`config.mk`:
```
export PLATFORM = sky130hd
export DESIGN_NAME = drum_gs_scheduler
export DESIGN_NICKNAME = d
export VERILOG_FILES = /design/src/rtl/drum_gs_scheduler.sv
export SDC_FILE = /design/constraint.sdc
export NUM_CORES = 1
export LEC_CHECK = 0
export ABC_CLOCK_PERIOD_IN_PS = 2040
export BUFFER_PORTS_ARGS = -buffer_cell sky130_fd_sc_hd__buf_2
export CORE_ASPECT_RATIO = 0.75
export CORE_UTILIZATION = 45
export CTS_CLUSTER_DIAMETER = 80
export CTS_CLUSTER_SIZE = 30
export DETAILED_ROUTE_END_ITERATION = 12
export PLACE_DENSITY = 0.67
export SETUP_SLACK_MARGIN = 0.5
export SLEW_MARGIN = 20
export SYNTH_ARGS = -nofsm -noshare
export SYNTH_HDL_FRONTEND = slang
export SYNTH_SLANG_ARGS = --single-unit
```
`constraint.sdc`:
```
create_clock -name i_z1 -period 2.04 [get_ports i_z1]
set_input_delay 0.102 -clock i_z1 [delete_from_list [all_inputs] [get_ports i_z1]]
set_output_delay 0.102 -clock i_z1 [all_outputs]
set_load 0.01 [all_outputs]
```
`src/rtl/drum_gs_scheduler.sv`:
```
`default_nettype none
// ============================================================================
// Module   : drum_gs_scheduler
// Purpose  : Arbitrates serial access to the general-storage drum between the
//            CPU (requester 0) and I/O (requester 1). Tracks the drum's angular
//            position from the Z1 bit clock and INDEX, waits for the addressed
//            word to reach the heads, then opens a one-word read/write window.
// Revision : 1.0 - initial release
//
// Ports
//   i_z1              bit clock, all state changes on posedge
//   i_rst             asynchronous reset, active-high
//   i_index           high for one cycle at bit 0 of word 0 (resyncs position)
//   i_req0/i_req1     access request, held high until the matching done pulse
//   i_wr0/i_wr1       1 = write, 0 = read; sampled at grant
//   i_adr0/i_adr1     {track, word}; sampled at grant
//   i_din0/i_din1     serial write data, MSB first, during the window
//   i_rd              serial read data from the drum
//   o_gnt0/o_gnt1     requester owns the drum (grant through done)
//   o_done0/o_done1   one-cycle completion pulse
//   o_track           track select to the drum (0 while idle)
//   o_w1              drum write enable, high only inside a write window
//   o_wdata           serial data to the drum
//   o_rdata           serial read data to the granted requester
//   o_rvalid          o_rdata qualifier
//
// Configuration macro
//   DRUM_SCHED_LOOKAHEAD_EN : when both requesters contend in IDLE, grant the
//                             one whose word arrives soonest; ties fall back to
//                             round-robin. Undefined: pure round-robin.
// ============================================================================
module drum_gs_scheduler #(
  parameter int WORD_BITS = 40,
  parameter int WORDS     = 128,
  parameter int TRACK_W   = 5
) (
  input  logic                                i_z1,
  input  logic                                i_rst,
  input  logic                                i_index,
  input  logic                                i_req0,
  input  logic                                i_req1,
  input  logic                                i_wr0,
  input  logic                                i_wr1,
  input  logic [TRACK_W+$clog2(WORDS)-1:0]    i_adr0,
  input  logic [TRACK_W+$clog2(WORDS)-1:0]    i_adr1,
  input  logic                                i_din0,
  input  logic                                i_din1,
  input  logic                                i_rd,
  output logic                                o_gnt0,
  output logic                                o_gnt1,
  output logic                                o_done0,
  output logic                                o_done1,
  output logic [TRACK_W-1:0]                  o_track,
  output logic                                o_w1,
  output logic                                o_wdata,
  output logic                                o_rdata,
  output logic                                o_rvalid
);

  localparam int c_BIT_W  = $clog2(WORD_BITS);
  localparam int c_WORD_W = $clog2(WORDS);
  localparam int c_ADR_W  = TRACK_W + c_WORD_W;

  localparam logic [c_BIT_W-1:0]  c_LAST_BIT  = c_BIT_W'(WORD_BITS - 1);
  localparam logic [c_WORD_W-1:0] c_LAST_WORD = c_WORD_W'(WORDS - 1);

  typedef enum logic [1:0] {
    S_IDLE = 2'd0,
    S_SEEK = 2'd1,
    S_XFER = 2'd2,
    S_DONE = 2'd3
  } state_t;

  // --------------------------------------------------------------------------
  // Drum angular position
  // --------------------------------------------------------------------------
  logic [c_BIT_W-1:0]  r_bit_cnt;
  logic [c_WORD_W-1:0] r_word_cnt;
  logic [c_WORD_W-1:0] w_next_word;
  logic                w_last_bit;

  assign w_last_bit  = (r_bit_cnt == c_LAST_BIT);
  assign w_next_word = (r_word_cnt == c_LAST_WORD) ? '0 : r_word_cnt + c_WORD_W'(1);

  always_ff @(posedge i_z1 or posedge i_rst) begin
    if (i_rst) begin
      r_bit_cnt  <= '0;
      r_word_cnt <= '0;
    end else if (i_index) begin
      // INDEX realigns the counters regardless of where they think they are.
      r_bit_cnt  <= '0;
      r_word_cnt <= '0;
    end else if (w_last_bit) begin
      r_bit_cnt  <= '0;
      r_word_cnt <= w_next_word;
    end else begin
      r_bit_cnt  <= r_bit_cnt + c_BIT_W'(1);
    end
  end

  // --------------------------------------------------------------------------
  // Arbitration (evaluated only while IDLE)
  // --------------------------------------------------------------------------
  state_t                r_state;
  logic                  r_last;   // requester granted most recently
  logic                  r_sel;    // requester currently owning the drum
  logic                  r_wr;
  logic [c_WORD_W-1:0]   r_target;
  logic [TRACK_W-1:0]    r_track;
  logic                  r_gnt0;
  logic                  r_gnt1;
  logic                  r_done0;
  logic                  r_done1;

  logic                  w_pick1;
  logic [c_ADR_W-1:0]    w_adr_pick;
  logic                  w_req_sel;

`ifdef DRUM_SCHED_LOOKAHEAD_EN
  // Words until the target arrives at the heads; wraps naturally because the
  // word counter spans the whole track (WORDS is a power of two).
  logic [c_WORD_W-1:0] w_dist0;
  logic [c_WORD_W-1:0] w_dist1;
  assign w_dist0 = i_adr0[c_WORD_W-1:0] - r_word_cnt - c_WORD_W'(1);
  assign w_dist1 = i_adr1[c_WORD_W-1:0] - r_word_cnt - c_WORD_W'(1);
`endif

  always_comb begin
    w_pick1 = i_req1;
    if (i_req0 && i_req1) begin
`ifdef DRUM_SCHED_LOOKAHEAD_EN
      if (w_dist0 < w_dist1) begin
        w_pick1 = 1'b0;
      end else if (w_dist1 < w_dist0) begin
        w_pick1 = 1'b1;
      end else begin
        w_pick1 = ~r_last;
      end
`else
      w_pick1 = ~r_last;
`endif
    end
  end

  assign w_adr_pick = w_pick1 ? i_adr1 : i_adr0;
  assign w_req_sel  = r_sel ? i_req1 : i_req0;

  // --------------------------------------------------------------------------
  // Access sequencer
  // --------------------------------------------------------------------------
  always_ff @(posedge i_z1 or posedge i_rst) begin
    if (i_rst) begin
      r_state  <= S_IDLE;
      r_last   <= 1'b1;        // requester 0 wins the first contention
      r_sel    <= 1'b0;
      r_wr     <= 1'b0;
      r_target <= '0;
      r_track  <= '0;
      r_gnt0   <= 1'b0;
      r_gnt1   <= 1'b0;
      r_done0  <= 1'b0;
      r_done1  <= 1'b0;
    end else begin
      r_done0 <= 1'b0;
      r_done1 <= 1'b0;
      case (r_state)
        S_IDLE: begin
          if (i_req0 || i_req1) begin
            r_sel    <= w_pick1;
            r_last   <= w_pick1;
            r_gnt0   <= ~w_pick1;
            r_gnt1   <= w_pick1;
            r_wr     <= w_pick1 ? i_wr1 : i_wr0;
            r_target <= w_adr_pick[c_WORD_W-1:0];
            r_track  <= w_adr_pick[c_ADR_W-1:c_WORD_W];
            r_state  <= S_SEEK;
          end
        end
        S_SEEK: begin
          if (!w_req_sel) begin
            // Abandoned before the window opened: nothing touched the drum.
            r_gnt0  <= 1'b0;
            r_gnt1  <= 1'b0;
            r_track <= '0;
            r_state <= S_IDLE;
          end else if (w_last_bit && (w_next_word == r_target)) begin
            // Entering only from the last bit of the preceding word means a
            // target equal to the current word costs a full revolution.
            r_state <= S_XFER;
          end
        end
        S_XFER: begin
          // Window always runs to the end of the word, request or not.
          if (w_last_bit) begin
            r_done0 <= ~r_sel;
            r_done1 <= r_sel;
            r_state <= S_DONE;
          end
        end
        S_DONE: begin
          r_gnt0  <= 1'b0;
          r_gnt1  <= 1'b0;
          r_track <= '0;
          r_state <= S_IDLE;
        end
        default: begin
          r_gnt0  <= 1'b0;
          r_gnt1  <= 1'b0;
          r_track <= '0;
          r_state <= S_IDLE;
        end
      endcase
    end
  end

  // --------------------------------------------------------------------------
  // Serial datapath (combinational pass-through inside the window)
  // --------------------------------------------------------------------------
  logic w_xfer;
  logic w_din_sel;

  assign w_xfer    = (r_state == S_XFER);
  assign w_din_sel = r_sel ? i_din1 : i_din0;

  assign o_w1     = w_xfer & r_wr;
  assign o_wdata  = w_xfer & r_wr & w_din_sel;
  assign o_rvalid = w_xfer & ~r_wr;
  assign o_rdata  = w_xfer & ~r_wr & i_rd;

  assign o_gnt0   = r_gnt0;
  assign o_gnt1   = r_gnt1;
  assign o_done0  = r_done0;
  assign o_done1  = r_done1;
  assign o_track  = r_track;

endmodule
`default_nettype wire

```
# Yosys cells after proc, flatten, opt, wreduce, memory -nomap -nowiden
# Cells that the tools add are included.
# op_classes
mux	27
bitwise_logic	8
addsub	2
n_reduce_logical	9
eq_ne	10
# op_table
operator	n
two-way mux 7 bit	3
case mux 5 bit (3 select lines)	1
two-way mux 12 bit	1
two-way mux 6 bit	2
two-way mux 1 bit	11
two-way mux 5 bit	2
two-way mux 2 bit	4
case mux 2 bit (4 select lines)	1
adder 7 x 1 -> 7 bit (second input constant)	1
== test 7 bit	1
== test 7 bit (second input constant)	1
adder 6 x 1 -> 6 bit (second input constant)	1
== test 6 bit (second input constant)	1
inequality test 2 bit (second input constant)	3
case mux 1 bit (3 select lines)	2
AND reduction 3 bit	2
bitwise AND 1 bit	4
== test 2 bit (second input constant)	2
inverter 1 bit	4
inequality test 3 bit (second input constant)	1
nonzero test 3 bit	1
== test 2 x 1 -> 1 bit (second input constant)	1
logical AND 1 bit	2
logical NOT 2 bit	1
other kinds (3)	3
# word_totals
input_bits	34
wordCells	68
out_inout_bits	13
ff_bits	34

# Logic depth before layout (Yosys ltp)
# logic_depth
word_depth	7
mapped_depth	6
mapped_depth_nobuf	6

# Least setup slack after synthesis
# OpenSTA, ideal clock, no wires.
# synth_timing
path_type	reg2reg
start	reg r_word_cnt[0]
end	reg r_state[0]
stages_incl_launch_ff	7
slack_ns	0.311
arrival_time_ns	1.605
setup_ns	0.124
path_buffers	0
synth_period_minus_slack_ns	1.729
cell_sequence	dfrtp_1 -> ha_1 -> and3_1 -> xnor2_1 -> nor4_2 -> o211ai_1 -> o31a_1
# synth_via
elab_chain_cells	6
elab_cells_between_ends	7
cone_classes	add/sub (1); eq/ne (3); mux (1); reduce/logical (2)
# synth_rtl
item	line_no	text
from (decl)	78	logic [c_WORD_W-1:0] r_word_cnt;
from (signal assigned)	95	r_word_cnt <= w_next_word;
adder 7 x 1 -> 7 bit or == test 7 bit (tied branches)	83	assign w_next_word = (r_word_cnt == c_LAST_WORD) ? '0 : r_word_cnt + c_WORD_W'(1);
two-way mux 7 bit *	83	
== test 7 bit *	186	end else if (w_last_bit && (w_next_word == r_target)) begin
logical AND 1 bit *	186	
inequality test 3 bit (no source line) *	-	
AND reduction 3 bit (no source line) *	-	
to (signal assigned)	185	r_state <= S_IDLE;
to (signal assigned)	189	r_state <= S_XFER;
to (signal assigned)	197	r_state <= S_DONE;
to (decl)	104	state_t r_state;
# Mark *: on every way between the ends. The rest lies on a longest branch, timed or not.
# A chain may end at the register's enable or synchronous reset.

# Final worst setup path
# Same ends and word-level chain as after synthesis.

==> flow_summary.json <==
{
  "outcome": "finished clean",
  "synth_fa_ha_area_frac": 0.01383,
  "yosysWarnings": 0,
  "critical_path.most_common_cell": "o31a_1",
  "min_from": "i_adr1[11]",
  "clkTransAtPathRegs_ns": 0.07,
  "drt_first_pass_iters": 5,
  "synth-compound-area-share": 0.1494,
  "holdPathEnd": "o_track[4]",
  "synthTopCellsByArea": "dfrtp_1 (46%), mux2i_1 (5.5%), nor2_1 (4.4%), a21oi_1 (4.1%), xnor2_1 (2.9%)",
  "timing.rr.end": "r_state[0]",
  "arrival_ns": 1.84,
  "tightest_slew_ns": 0.6129,
  "cts-htree-levels": 2,
  "wl_per_cell_um": 14.23,
  "final_nets": 276,
  "drv_cap": 0,
  "cp_slowest_cell": "dfrtp_2",
  "use_met1": 0.3200,
  "die_w_um": 75.22,
  "grt_pass1_wl_um": 6665,
  "drc": 0,
  "synth_top_area_frac": 0.4564,
  "synthSimpleGateAreaFrac": 0.2151,
  "grt_use_met3": 0.05386,
  "layout_common_cells": "buf_2 (46), dfrtp_1 (28), nor2_1 (19)",
  "start_kind": "flop",
  "synth-seq-cells": 34,
  "postRouteAntennaNets": 0,
  "seq_power_share": 0.463,
  "clk-insertion-delay-late_ns": 0.29,
  "path_cells": "ha_4 > and3_4 > a31oi_1 > o221ai_1 > o31a_1 > o31a_1",
  "netlist_instances": 184,
  "drt-initial-drc-count": 146,
  "start_util": 0.4817,
  "reg2reg_depth": 6,
  "finalClockSkew_ns": 0.01015,
  "p_leak_nw": 1.080,
  "hold_path.class": "in -> reg",
  "core_area_mm2": 0.003756,
  "timing.fmax_mhz": 602.0,
  "overflow": 0,
  "placed_cell_area_mm2": 0.002108,
  "synth-edff-count": 0,
  "antenna_cells": 0,
  "ys_seq_area_frac": 0.4710,
  "cts.sinks": 34,
  "hold_depth": 3,
  "grt_pass1_vias": 1433,
  "p_sw_frac": 0.3422,
  "synth_cell_type_count": 45,
  "place.gp.congestion": 0.8513,
  "internal-power_mw": 1.475,
  "clock_path_buffers": 2,
  "netlist_area_mm2": 0.001809,
  "drive_above_1_share": 0.3610,
  "tns_ns": 0,
  "viasPerCell": 5.317,
  "synthMuxAreaShare": 0.05533,
  "reg2reg_slack_ns": 0.38,
  "avgSynthCellArea_um2": 9.833,
  "stdcell_area_mm2": 0.002332,
  "clockRootBuffer": "clkbuf_8",
  "peakVddDrop_v": 0.0005996,
  "max_stage_delay_ns": 0.44,
  "die_height_um": 56.91,
  "rsz0062_at_grt": "yes",
  "synth_xor_area_frac": 0.05809,
  "synth_ff_type": "dfrtp_1",
  "rows": 19,
  "yosysTopAreaCell": "dfrtp_1",
  "synth_nets": 220,
  "pwr-share-comb": 0.313,
  "async_flop_share": 1.000,
  "hpwl_um": 2874,
  "p_switching_mw": 0.7674,
  "grt_max_degree": 35,
  "timing.slew.headroom": 0.5880,
  "final_common_cell": "buf_2",
  "endpoint_kind": "flop",
  "cts_buffers": 5,
  "powerDensity_mw_per_mm2": 961.5,
  "dieArea_mm2": 0.004280,
  "antenna_found_initial": 0,
  "synth_top_family_by_area": "simple AND/OR/NAND/NOR gates",
  "cp_max_fo": 4,
  "period_minus_slack_ns": 1.661,
  "top_usage_layer": "met1",
  "p_clk_frac": 0.224,
  "setup_viol": 0,
  "routed_wirelength_um": 4168,
  "cts_tree": "built",
  "num_vias": 1558,
  "port_buffers": 46,
  "reg2reg_from": "r_word_cnt[0]",
  "syn_to_final_growth_pct": 28.91,
  "grt.met2_usage": 0.2883,
  "grt_usage": 0.2120,
  "slew_violations": 0,
  "cp.required_ns": 2.21,
  "ioPinCount": 47,
  "setup.worst_path.class": "reg -> reg",
  "hold_viol_final": 0,
  "whs_ns": 0.03199,
  "period_share": 0.8143
}
## Yosys cell counts (2+ instances only)
cell type / instances
nand4b_1: 2
xor2_1: 6
nor3b_1: 2
nand2b_1: 3
a21o_1: 4
inv_1: 7
nor2_1: 21
buf_2: 3
clkbuf_1: 4
xnor2_1: 6
nand3_1: 5
nand2_1: 9
mux2i_1: 10
ha_1: 2
or3_1: 3
a222oi_1: 5
o31a_1: 3
a21oi_1: 15
o21ai_0: 3
and3_1: 2
and2_1: 3
dfrtp_1: 33
o211ai_1: 3
and4_1: 2
nor4_2: 2
nor2b_1: 2
nor3_1: 6
## worst max-delay path by stage
stage / start / endpoint / slack, ns
detailed placement: r_word_cnt[1] / r_state[0] / 0.30
floorplan: r_word_cnt[0] / r_state[0] / 0.46
global placement: r_bit_cnt[0] / r_state[0] / 0.37
CTS: r_word_cnt[0] / r_state[0] / 0.37
global route: r_word_cnt[0] / r_state[0] / 0.27
finish: r_word_cnt[0] / r_state[0] / 0.38
## state kept, by name (all words and copies together), names as in the netlist, named ones only
name,count
o_gnt0,1
o_done0,1
o_track,5
r_target,7
r_wr,1
r_last,1
r_state,1
r_sel,1
r_word_cnt,7
o_gnt1,1
o_done1,1
r_bit_cnt,6
## metal layers
layer / vias up / wire length, um
met5: - / 0
met4: 0 / 47
met3: 5 / 228
met2: 53 / 1802
met1: 727 / 2089
li1: 773 / -
## area by class of cell
class                           instances  area (um2)
Clock buffer                            7       86.33
Clock inverter                          1       5.005
Fill cell                             348        1424
Inverter                                8       30.03
Multi-Input combinational cell        134       972.2
Sequential cell                        34       858.3
Tap cell                               52       65.06
Timing Repair Buffer                   57       315.3
## worst max-delay path, delay by kind of cell, from the launching register on
| family | cells | cell delay, ns |
|---|---|---|
| fa+ha+maj | 1 | 0.19 |
| flops | 1 | 0.44 |
| simple gates | 1 | 0.19 |
| compound gates | 4 | 0.73 |
## power groups by stage
| stage | sequential, mW | combinational, mW | clock [mW] |
|---|---|---|---|
| global route | 1.06 | 0.780 | 0.552 |
| global placement | 1.03 | 0.679 | 0 |
| CTS | 1.03 | 0.700 | 0.522 |
| floorplan | 1.02 | 0.460 | 0 |
| detailed placement | 1.03 | 0.689 | 0 |
| finish | 1.04 | 0.702 | 0.502 |
## cell families after synthesis
| logic type | Yosys count |
|---|---|
| xor+xnor | 12 |
| fa+ha+maj | 2 |
| buf+inv | 16 |
| mux | 10 |
| compound gates | 40 |
| simple gates | 70 |
| flops | 34 |
## per-stage QoR
stage / worst slack (ns) / std cells / utilization / power, mW
floorplan: 0.4556 / 184 / - / 1.484
global placement: 0.3669 / 277 / 0.5613 / 1.712
detailed placement: 0.2982 / 277 / 0.5613 / 1.722
CTS: 0.3702 / 288 / 0.6023 / 2.250
global route: 0.2720 / 293 / 0.6209 / 2.393
finish: 0.3787 / 293 / 0.6209 / 2.243
## what timing repair did
action | 4_1_cts | 5_1_grt
pin swaps | 2 | 3
gates resized for setup | 8 | 9
setup endpoints to repair | 5 | 10
hold buffers | 1 | 0
gates cloned | 0 | 0
endpoints found under the hold margin | 33 | 0
buffers inserted | 2 | 5
(Power assumes the default switching activity.)
